$ cat config.mk
export PLATFORM = sky130hd
export DESIGN_NAME = dac_frame_scheduler
export DESIGN_NICKNAME = d
export VERILOG_FILES = /design/src/rtl/dac_sched_pkg.sv /design/src/rtl/spi_tx16.sv /design/src/rtl/dac_frame_scheduler.sv
export SDC_FILE = /design/constraint.sdc
export NUM_CORES = 1
export LEC_CHECK = 0
export CAP_MARGIN = 20
export CORE_ASPECT_RATIO = 1.5
export CORE_MARGIN = 4
export CORE_UTILIZATION = 57
export CTS_CLUSTER_SIZE = 8
export DETAILED_ROUTE_END_ITERATION = 6
export GPL_ROUTABILITY_DRIVEN = 0
export GPL_TIMING_DRIVEN = 0
export HOLD_SLACK_MARGIN = 0.02
export PLACE_DENSITY_LB_ADDON = 0.25
export SKIP_LAST_GASP = 1
export SYNTH_ARGS = -nofsm -noshare
export SYNTH_HDL_FRONTEND = slang
export SYNTH_SLANG_ARGS = --single-unit
$ cat constraint.sdc
create_clock -name clk -period 2.4 [get_ports clk]
set_input_delay 0.72 -clock clk [delete_from_list [all_inputs] [get_ports clk]]
set_output_delay 0.72 -clock clk [all_outputs]
set_load 0.005 [all_outputs]
$ cat src/rtl/dac_sched_pkg.sv
// Shared types and frame layout for the dual-channel DAC frame scheduler.
package dac_sched_pkg;

    localparam int FRAME_W    = 16;
    localparam int CH_SEL_BIT = 15;
    localparam int GA_N_BIT   = 13;
    localparam int SHDN_N_BIT = 12;

    typedef enum logic [2:0] {
        IDLE    = 3'd0,
        FRAME_A = 3'd1,
        GAP_A   = 3'd2,
        FRAME_B = 3'd3,
        GAP_B   = 3'd4,
        LDAC    = 3'd5
    } sched_state_t;

    // Bit 14 stays 0; GA_n is always 1 (1x gain).
    function automatic logic [FRAME_W-1:0] build_frame(input logic ch_b,
                                                       input logic shdn_n,
                                                       input logic [11:0] sample);
        logic [FRAME_W-1:0] w;
        w             = '0;
        w[11:0]       = sample;
        w[CH_SEL_BIT] = ch_b;
        w[GA_N_BIT]   = 1'b1;
        w[SHDN_N_BIT] = shdn_n;
        return w;
    endfunction

endpackage

$ cat src/rtl/spi_tx16.sv
// 16-bit SPI mode-0 serialiser: cs_n/mosi set on the start edge, sclk
// rises CLK_DIV cycles later, mosi shifts on each sclk fall, cs_n rises
// together with the 16th fall. done is high in the cycle whose closing
// edge ends the frame, so the caller can change state on that same edge.
module spi_tx16
    import dac_sched_pkg::*;
#(
    parameter int CLK_DIV = 2
) (
    input  logic               clk,
    input  logic               rst_n,
    input  logic               start,
    input  logic [FRAME_W-1:0] word,
    output logic               sclk,
    output logic               mosi,
    output logic               cs_n,
    output logic               done
);

    localparam int DIV_W = (CLK_DIV > 1) ? $clog2(CLK_DIV) : 1;
    localparam logic [DIV_W-1:0] DIV_LOAD = DIV_W'(CLK_DIV - 1);

    logic               active;
    logic [DIV_W-1:0]   div_cnt;
    logic [3:0]         bit_cnt;
    logic [FRAME_W-1:0] shreg;

    // mosi comes straight from the shift-register MSB flop; cleared between frames.
    assign mosi = shreg[FRAME_W-1];
    assign done = active && sclk && (div_cnt == '0) && (bit_cnt == 4'd15);

    // Half-period down-counter, bit counter and shifter; all idle at zero.
    always_ff @(posedge clk or negedge rst_n) begin
        if (!rst_n) begin
            active  <= 1'b0;
            div_cnt <= '0;
            bit_cnt <= '0;
            shreg   <= '0;
            sclk    <= 1'b0;
            cs_n    <= 1'b1;
        end else if (start && !active) begin
            active  <= 1'b1;
            div_cnt <= DIV_LOAD;
            bit_cnt <= '0;
            shreg   <= word;
            sclk    <= 1'b0;
            cs_n    <= 1'b0;
        end else if (active) begin
            if (div_cnt != '0) begin
                div_cnt <= div_cnt - 1'b1;
            end else if (!sclk) begin
                sclk    <= 1'b1;
                div_cnt <= DIV_LOAD;
            end else begin
                sclk <= 1'b0;
                if (bit_cnt == 4'd15) begin
                    active  <= 1'b0;
                    cs_n    <= 1'b1;
                    shreg   <= '0;
                    bit_cnt <= '0;
                end else begin
                    bit_cnt <= bit_cnt + 4'd1;
                    shreg   <= {shreg[FRAME_W-2:0], 1'b0};
                    div_cnt <= DIV_LOAD;
                end
            end
        end
    end

endmodule

$ cat src/rtl/dac_frame_scheduler.sv
// Dual-channel DAC frame scheduler: per sample_tick sends frame A then
// frame B over one SPI link, then (optionally) a shared LDAC strobe.
// Build option: define LDAC_SYNC_EN for the simultaneous-update LDAC
// pulse; without it ldac_n is tied low and each channel updates at its
// own cs_n rise.
//
// state   | meaning
// --------+------------------------------------------------
// IDLE    | waiting for sample_tick
// FRAME_A | channel A frame on the wire
// GAP_A   | cs_n high between frames, CS_GAP cycles
// FRAME_B | channel B frame on the wire
// GAP_B   | cs_n high after frame B, CS_GAP cycles
// LDAC    | ldac_n low LDAC_CYCLES cycles (LDAC_SYNC_EN only)
module dac_frame_scheduler
    import dac_sched_pkg::*;
#(
    parameter int CLK_DIV     = 2,
    parameter int CS_GAP      = 2,
    parameter int LDAC_CYCLES = 2
) (
    input  logic        clk,
    input  logic        rst_n,
    input  logic        sample_tick,
    input  logic [11:0] a_corr,
    input  logic [11:0] b_corr,
    input  logic [1:0]  chan_en,
    input  logic        overrun_clr,
    output logic        sclk,
    output logic        mosi,
    output logic        cs_n,
    output logic        ldac_n,
    output logic        busy,
    output logic        overrun
);

    localparam int TMR_MAX = (CS_GAP > LDAC_CYCLES) ? CS_GAP : LDAC_CYCLES;
    localparam int TMR_W   = (TMR_MAX > 1) ? $clog2(TMR_MAX) : 1;
    localparam logic [TMR_W-1:0] GAP_LOAD = TMR_W'(CS_GAP - 1);
`ifdef LDAC_SYNC_EN
    localparam logic [TMR_W-1:0] LDAC_LOAD = TMR_W'(LDAC_CYCLES - 1);
`endif

    sched_state_t       state, state_nxt;
    logic [TMR_W-1:0]   tmr, tmr_nxt;
    logic [11:0]        lat_b;
    logic               lat_shdn_b;
    logic               spi_start;
    logic               spi_done;
    logic [FRAME_W-1:0] spi_word;

    // The A word is captured by the serialiser on the accepting edge, so
    // only the B half needs holding here.
    assign spi_word = (state == IDLE) ? build_frame(1'b0, chan_en[0], a_corr)
                                      : build_frame(1'b1, lat_shdn_b, lat_b);

    spi_tx16 #(.CLK_DIV(CLK_DIV)) u_spi (
        .clk   (clk),
        .rst_n (rst_n),
        .start (spi_start),
        .word  (spi_word),
        .sclk  (sclk),
        .mosi  (mosi),
        .cs_n  (cs_n),
        .done  (spi_done)
    );

    // Next-state, gap/LDAC timer and serialiser start decode.
    always_comb begin
        state_nxt = state;
        tmr_nxt   = tmr;
        spi_start = 1'b0;
        case (state)
            IDLE: if (sample_tick) begin
                state_nxt = FRAME_A;
                spi_start = 1'b1;
            end
            FRAME_A: if (spi_done) begin
                state_nxt = GAP_A;
                tmr_nxt   = GAP_LOAD;
            end
            GAP_A: if (tmr == '0) begin
                state_nxt = FRAME_B;
                spi_start = 1'b1;
            end else begin
                tmr_nxt = tmr - 1'b1;
            end
            FRAME_B: if (spi_done) begin
                state_nxt = GAP_B;
                tmr_nxt   = GAP_LOAD;
            end
            GAP_B: if (tmr == '0) begin
`ifdef LDAC_SYNC_EN
                state_nxt = LDAC;
                tmr_nxt   = LDAC_LOAD;
`else
                state_nxt = IDLE;
`endif
            end else begin
                tmr_nxt = tmr - 1'b1;
            end
`ifdef LDAC_SYNC_EN
            LDAC: if (tmr == '0) begin
                state_nxt = IDLE;
            end else begin
                tmr_nxt = tmr - 1'b1;
            end
`endif
            default: state_nxt = IDLE;
        endcase
    end

    // State, timer, busy flag and the channel B sample hold.
    always_ff @(posedge clk or negedge rst_n) begin
        if (!rst_n) begin
            state      <= IDLE;
            tmr        <= '0;
            busy       <= 1'b0;
            lat_b      <= '0;
            lat_shdn_b <= 1'b0;
        end else begin
            state <= state_nxt;
            tmr   <= tmr_nxt;
            busy  <= (state_nxt != IDLE);
            if (state == IDLE && sample_tick) begin
                lat_b      <= b_corr;
                lat_shdn_b <= chan_en[1];
            end
        end
    end

    // Sticky overrun: a tick while busy sets it and beats a same-cycle clear.
    always_ff @(posedge clk or negedge rst_n) begin
        if (!rst_n) begin
            overrun <= 1'b0;
        end else if (sample_tick && state != IDLE) begin
            overrun <= 1'b1;
        end else if (overrun_clr) begin
            overrun <= 1'b0;
        end
    end

`ifdef LDAC_SYNC_EN
    // Registered strobe so ldac_n is a clean flop output.
    always_ff @(posedge clk or negedge rst_n) begin
        if (!rst_n) begin
            ldac_n <= 1'b1;
        end else begin
            ldac_n <= (state_nxt != LDAC);
        end
    end
`else
    assign ldac_n = 1'b0;
`endif

endmodule

Word-level counts from Yosys, hierarchy flattened:

Cells that the tools add are included.

* add/subtract/negate cells: 3
* equal/unequal tests: 7
* mux-type cells: 42
* bitwise logic cells: 1
* reduce and logical (&&, ||, !) cells: 21

Operator list (number)
* 16-bit 2-to-1 mux: 6
* 1-bit 2-to-1 mux: 23
* 4-bit 2-to-1 mux: 5
* 3-bit 2-to-1 mux: 5
* 3-bit one-hot mux with 5 select lines: 1
* 2-bit nonzero test: 5
* 3-bit by 2-bit == test with 1-bit output, second input constant: 2
* 1-bit logical AND: 6
* 3-bit nonzero test: 2
* 4-bit by 1-bit adder with 4-bit output, second input constant: 1
* 4-bit == test, second input constant: 1
* 1-bit one-hot mux with 2 select lines: 2
* 2-bit AND reduction: 2
* 4-bit AND reduction: 1
* 2-bit OR reduction: 2
* 3-bit by 1-bit == test with 1-bit output, second input constant: 1
* 3-bit == test, second input constant: 1
* 3-bit zero test: 1
* 3-bit AND reduction: 1
* 2-bit by 1-bit != test with 1-bit output, second input constant: 1
* 2-bit != test, second input constant: 1
* 1-bit subtractor, second input constant: 2
* 1-bit zero test: 1
* 1-bit NOT: 1

* register bits after elaboration: 43
* bits of input ports: 30
* output and inout port bits: 6
* word-level logic and storage cells: 86

Depth between registers and ports, before layout:

Gate-level depths: netlist of the first run.

* depth after elaboration: 6
* mapped depth: 6
* gate-level depth less buffers: 4

Modules after synthesis:

Synthesis of the first run repeated with hierarchy kept, for this count alone.

* cell total of the unflattened synthesis: 206
* area total of the unflattened synthesis: 2157.1 um2

By module, submodules not included
* spi_tx16: instances 1, cells each 104, area an instance 1156.1 um2, seq. area each 601.8 um2
* dac_frame_scheduler: instances 1, cells each 102, area an instance 1001.0 um2, seq. area each 475.5 um2

Least setup slack after synthesis of the first run:

OpenSTA, ideal clock, no wires.

* kind: input-to-reg
* start point: input port sample_tick
* end point: register u_spi.shreg[10]
* library setup time: 133 ps
* arrival time: 1461 ps
* required time: 2267 ps
* path slack: 806 ps
* stages on the path: 5
* path buffers: 2
* cell sequence: nor2b_1 o21a_1 buf_4 buf_6 o211ai_1

* cells in the longest elaborated chain, start to end: 5
* elaborated cells on any way between the ends: 8
* classes of those cells: 1 x eq/ne; 3 x mux; 4 x reduce/logical

Ends and longest elaborated chain
* from (decl): RTL line dac_frame_scheduler.sv:24 `input logic sample_tick,`
* 1-bit 2-to-1 mux (*): RTL line dac_frame_scheduler.sv:74 `IDLE: if (sample_tick) begin`
* 1-bit one-hot mux with 2 select lines (*): RTL line dac_frame_scheduler.sv:73 `case (state)`
* 1-bit logical AND (*): RTL line spi_tx16.sv:41 `end else if (start && !active) begin`
* 2-bit != test (no source line) or 2-bit nonzero test (tied branches)
* 3-bit AND reduction (no source line)
* to (signal assigned): RTL line spi_tx16.sv:45 `shreg <= word;`
* to (signal assigned): RTL line spi_tx16.sv:63 `shreg <= {shreg[FRAME_W-2:0], 1'b0};`
* to (decl): RTL line spi_tx16.sv:26 `logic [FRAME_W-1:0] shreg;`

Every way passes the cells marked *; elsewhere a longest branch is shown, timed or not.
A chain may end at the register's enable or synchronous reset.

Worst setup path after layout of the first run:

* start point: input port sample_tick
* end point: register u_spi.shreg[8]

Same word-level chain as after synthesis.

==> results of run 1 <==
## metrics by stage
| stage | util (%) | std cells | power [mW] |
|---|---|---|---|
| after detailed placement | 70.9 | 279 | 0.815 |
| after floorplan | - | 201 | 0.744 |
| after CTS | 74.0 | 287 | 1.40 |
| after global placement | 70.3 | 278 | 0.808 |
| after global routing | 74.0 | 287 | 1.44 |
| final | 74.0 | 287 | 1.39 |
## final timing paths
| path | end | slack [ns] | cells after the start | startpoint |
|---|---|---|---|---|
| hold / removal | overrun | 0.41 | 1 | rst_n |
| hold reg to reg | lat_b[4] | 0.51 | 1 | lat_b[4] |
| setup reg to reg | u_spi.shreg[10] | 0.78 | 5 | u_spi.bit_cnt[0] |
| max in group asynchronous | u_spi.cs_n | 1.42 | 2 | rst_n |
| min in group clk | lat_b[4] | 0.51 | 1 | lat_b[4] |
| setup / recovery | u_spi.shreg[8] | 0.34 | 6 | sample_tick |
## worst max-delay path, cell delays in order
cell	delay [ns]
clkdlybuf4s50_1	0.52
nor2b_1	0.37
o21a_1	0.16
buf_4	0.18
buf_6	0.16
o211ai_1	0.11
## registers in the layout (all words and copies together), names as in the netlist
register       count
u_spi.shreg       16
lat_b             12
u_spi.bit_cnt      4
state              3
busy               1
lat_shdn_b         1
overrun            1
tmr                1
u_spi.active       1
u_spi.cs_n         1
u_spi.div_cnt      1
u_spi.sclk         1
## synthesized netlist by cell type, types with 2 or more instances
| cell | count |
|---|---|
| nand3_1 | 16 |
| nor3_4 | 2 |
| and2_4 | 2 |
| mux2_2 | 25 |
| buf_4 | 5 |
| nand3b_1 | 3 |
| buf_6 | 5 |
| o21ai_0 | 3 |
| nand2_1 | 21 |
| nor2_1 | 2 |
| o211ai_1 | 25 |
| mux2i_1 | 3 |
| nand4_1 | 2 |
| buf_2 | 5 |
| a21oi_1 | 9 |
| a21o_1 | 3 |
| inv_1 | 6 |
| dfrtp_1 | 42 |
## per-layer routing
| metal | up-vias | share of wire, % |
|---|---|---|
| li1 | 818 | - |
| met1 | 864 | 38 |
| met2 | 35 | 57 |
| met3 | 10 | 3.1 |
| met4 | 0 | 2.2 |
| met5 | - | 0 |
## cells by family (layout without fill, tap and decap cells)
kind of cell             count (synthesis)  after routing  synth area share (%)
other                                    1              1                 0.169
buffers and inverters                   22             65                  6.55
adder cells (fa/ha/maj)                  1              1                 0.564
multiplexers                            28             28                  14.1
AND/OR/NAND/NOR                         58             58                  14.8
AO/OA/AOI/OAI                           47             47                  14.9
XOR/XNOR                                 1              1                 0.395
flip-flops                              43             43                  48.6
## power by group
part	switching, mW	leakage, nW	internal (mW)
sequential	0.000691	0.559	0.725
combinational	0.0242	0.589	0.0486
clock	0.252	0.0612	0.337
total	0.277	1.21	1.11
## final cells by class
| class | instances | area, sq um | area share, % |
|---|---|---|---|
| Clock inverter | 2 | 35.0 | 1.27 |
| Clock buffer | 6 | 82.6 | 3.00 |
| Timing Repair Buffer | 35 | 363 | 13.2 |
| Inverter | 6 | 22.5 | 0.819 |
| Tap cell | 43 | 53.8 | 1.96 |
| Buffer | 16 | 123 | 4.46 |
| Multi-Input combinational cell | 136 | 995 | 36.2 |
| Sequential cell | 43 | 1080 | 39.2 |
==> impl_metrics.toml, run 1 <==
[global_route]
busiest_layer = "met2"
grt_pass1_wl_um = 8460
grt_pass1_vias = 1834
grt_use_total_pct = 22.3
grt_util_met3_pct = 3.85
overflow = 0
grtUsageMet2_pct = 38.5
grtUsageMet1_pct = 26.5
grt_max_degree = 23
antenna_found_initial = 0

[logic_synthesis]
synthCells = 201
synth_seq_cells = 43
syn_avg_cell_area_sq_um = 11.0
synth_edf_count = 0
synthDominantCellAreaShare_pct = 47.4
yosysWarnings = 0
synth_flop_cell = "dfrtp_1"
syn_area_sq_mm = 0.00222
synth_area_leader_cell = "dfrtp_1"
yosysSeqAreaShare_pct = 48.6
yosysUniqueCellTypes = 40
synth_nets = 232
yosys-top-cells-area = "dfrtp_1, mux2_2, o211ai_1, nand3_1, nand2_1"
async_reset_ff_share_pct = 100

[cells_and_area]
final_common_cell = "dfrtp_1"
drive_above_1_share_pct = 24.2
nNetsFinal = 274
final_area_sq_mm = 0.00275
layout-area-overhead-vs-synth_pct = 24.1
diodes = 0
fill_cells = 259
final_cell_mix = "dfrtp_1, clkdlybuf4s50_1, mux2_2, o211ai_1, nand2_1"

[timing]
timing.fmax_mhz = 486
setup_tns_ns = 0
max_slew_margin_pct = 62.5
layout_worst_path_cycle_share_pct = 85.7
tightest_slew_ns = 0.563
setup_viol = 0
rsz0062_at_grt = "false"
slew_violations = 0
fin_ws_ns = 0.342
clock_skew_ns = 0.00679
hold_violations = 0
fin_crit_ns = 2.06
whs_ns = 0.408

[routing]
drt_iter0_markers = 65
wl_per_cell_um = 17.0
viasPerCell = 6.02
via_count = 1727
route.detailed.drc = 0
drtAntennaViolNets = 0
drt_pre_antenna_iters = 4
wl_um = 4870

[clock_network]
cts.clk_slew.worst_paths_ns = 0.08
cts-root-buf = "clkbuf_8"
ctsHoldBuffers = 0
h-tree-depth = 2
cts_setup_buffers = 0
cts_buffers = 5
clockBufferDepth = 2
cts_tree = "done"
cts.sinks = 43
ctsResizeCount = 0
worstSkewPairLatency_ns = 0.30

[worst_setup_path]
cp_max_fo = 10
cp-end-kind = "flop"
start_kind = "input port"
arrival_ns = 2.23
crit_required_ns = 2.57
timing_worst_setup_path_type = "in -> reg"

[placed_design]
io_buffers = 34
placed_area_sq_mm = 0.00263
pre_cts_ws_ns = 0.0420
hpwl_um = 3540

[floorplan]
rows = 27
ios = 36
start_util_pct = 59.7
dieArea_sq_mm = 0.00497
core_sq_mm = 0.00372
die_y_um = 84.4
die_x_um = 58.9

[run_status]
status = "complete, no violations"

[pwr]
powerDensity_mw_per_mm2 = 504
leakagePower_nw = 1.21
ir_drop_mv = 0.493

[worst_hold_path]
hold_class = "in -> async"

[run]
drv_cap = 0
Note: power is estimated with default switching activity, not from simulation.
==> run 2: changes to the inputs <==
SKIP_LAST_GASP = not set   (was 1)
==> results of run 2 <==
Same layout as run 1: the final DEF is identical, and so are final timing and power.
==> run 3: changes to the inputs <==
CAP_MARGIN = not set   (was 20)
==> results of run 3 <==
Same layout as run 1: the final DEF is identical, and so are final timing and power.
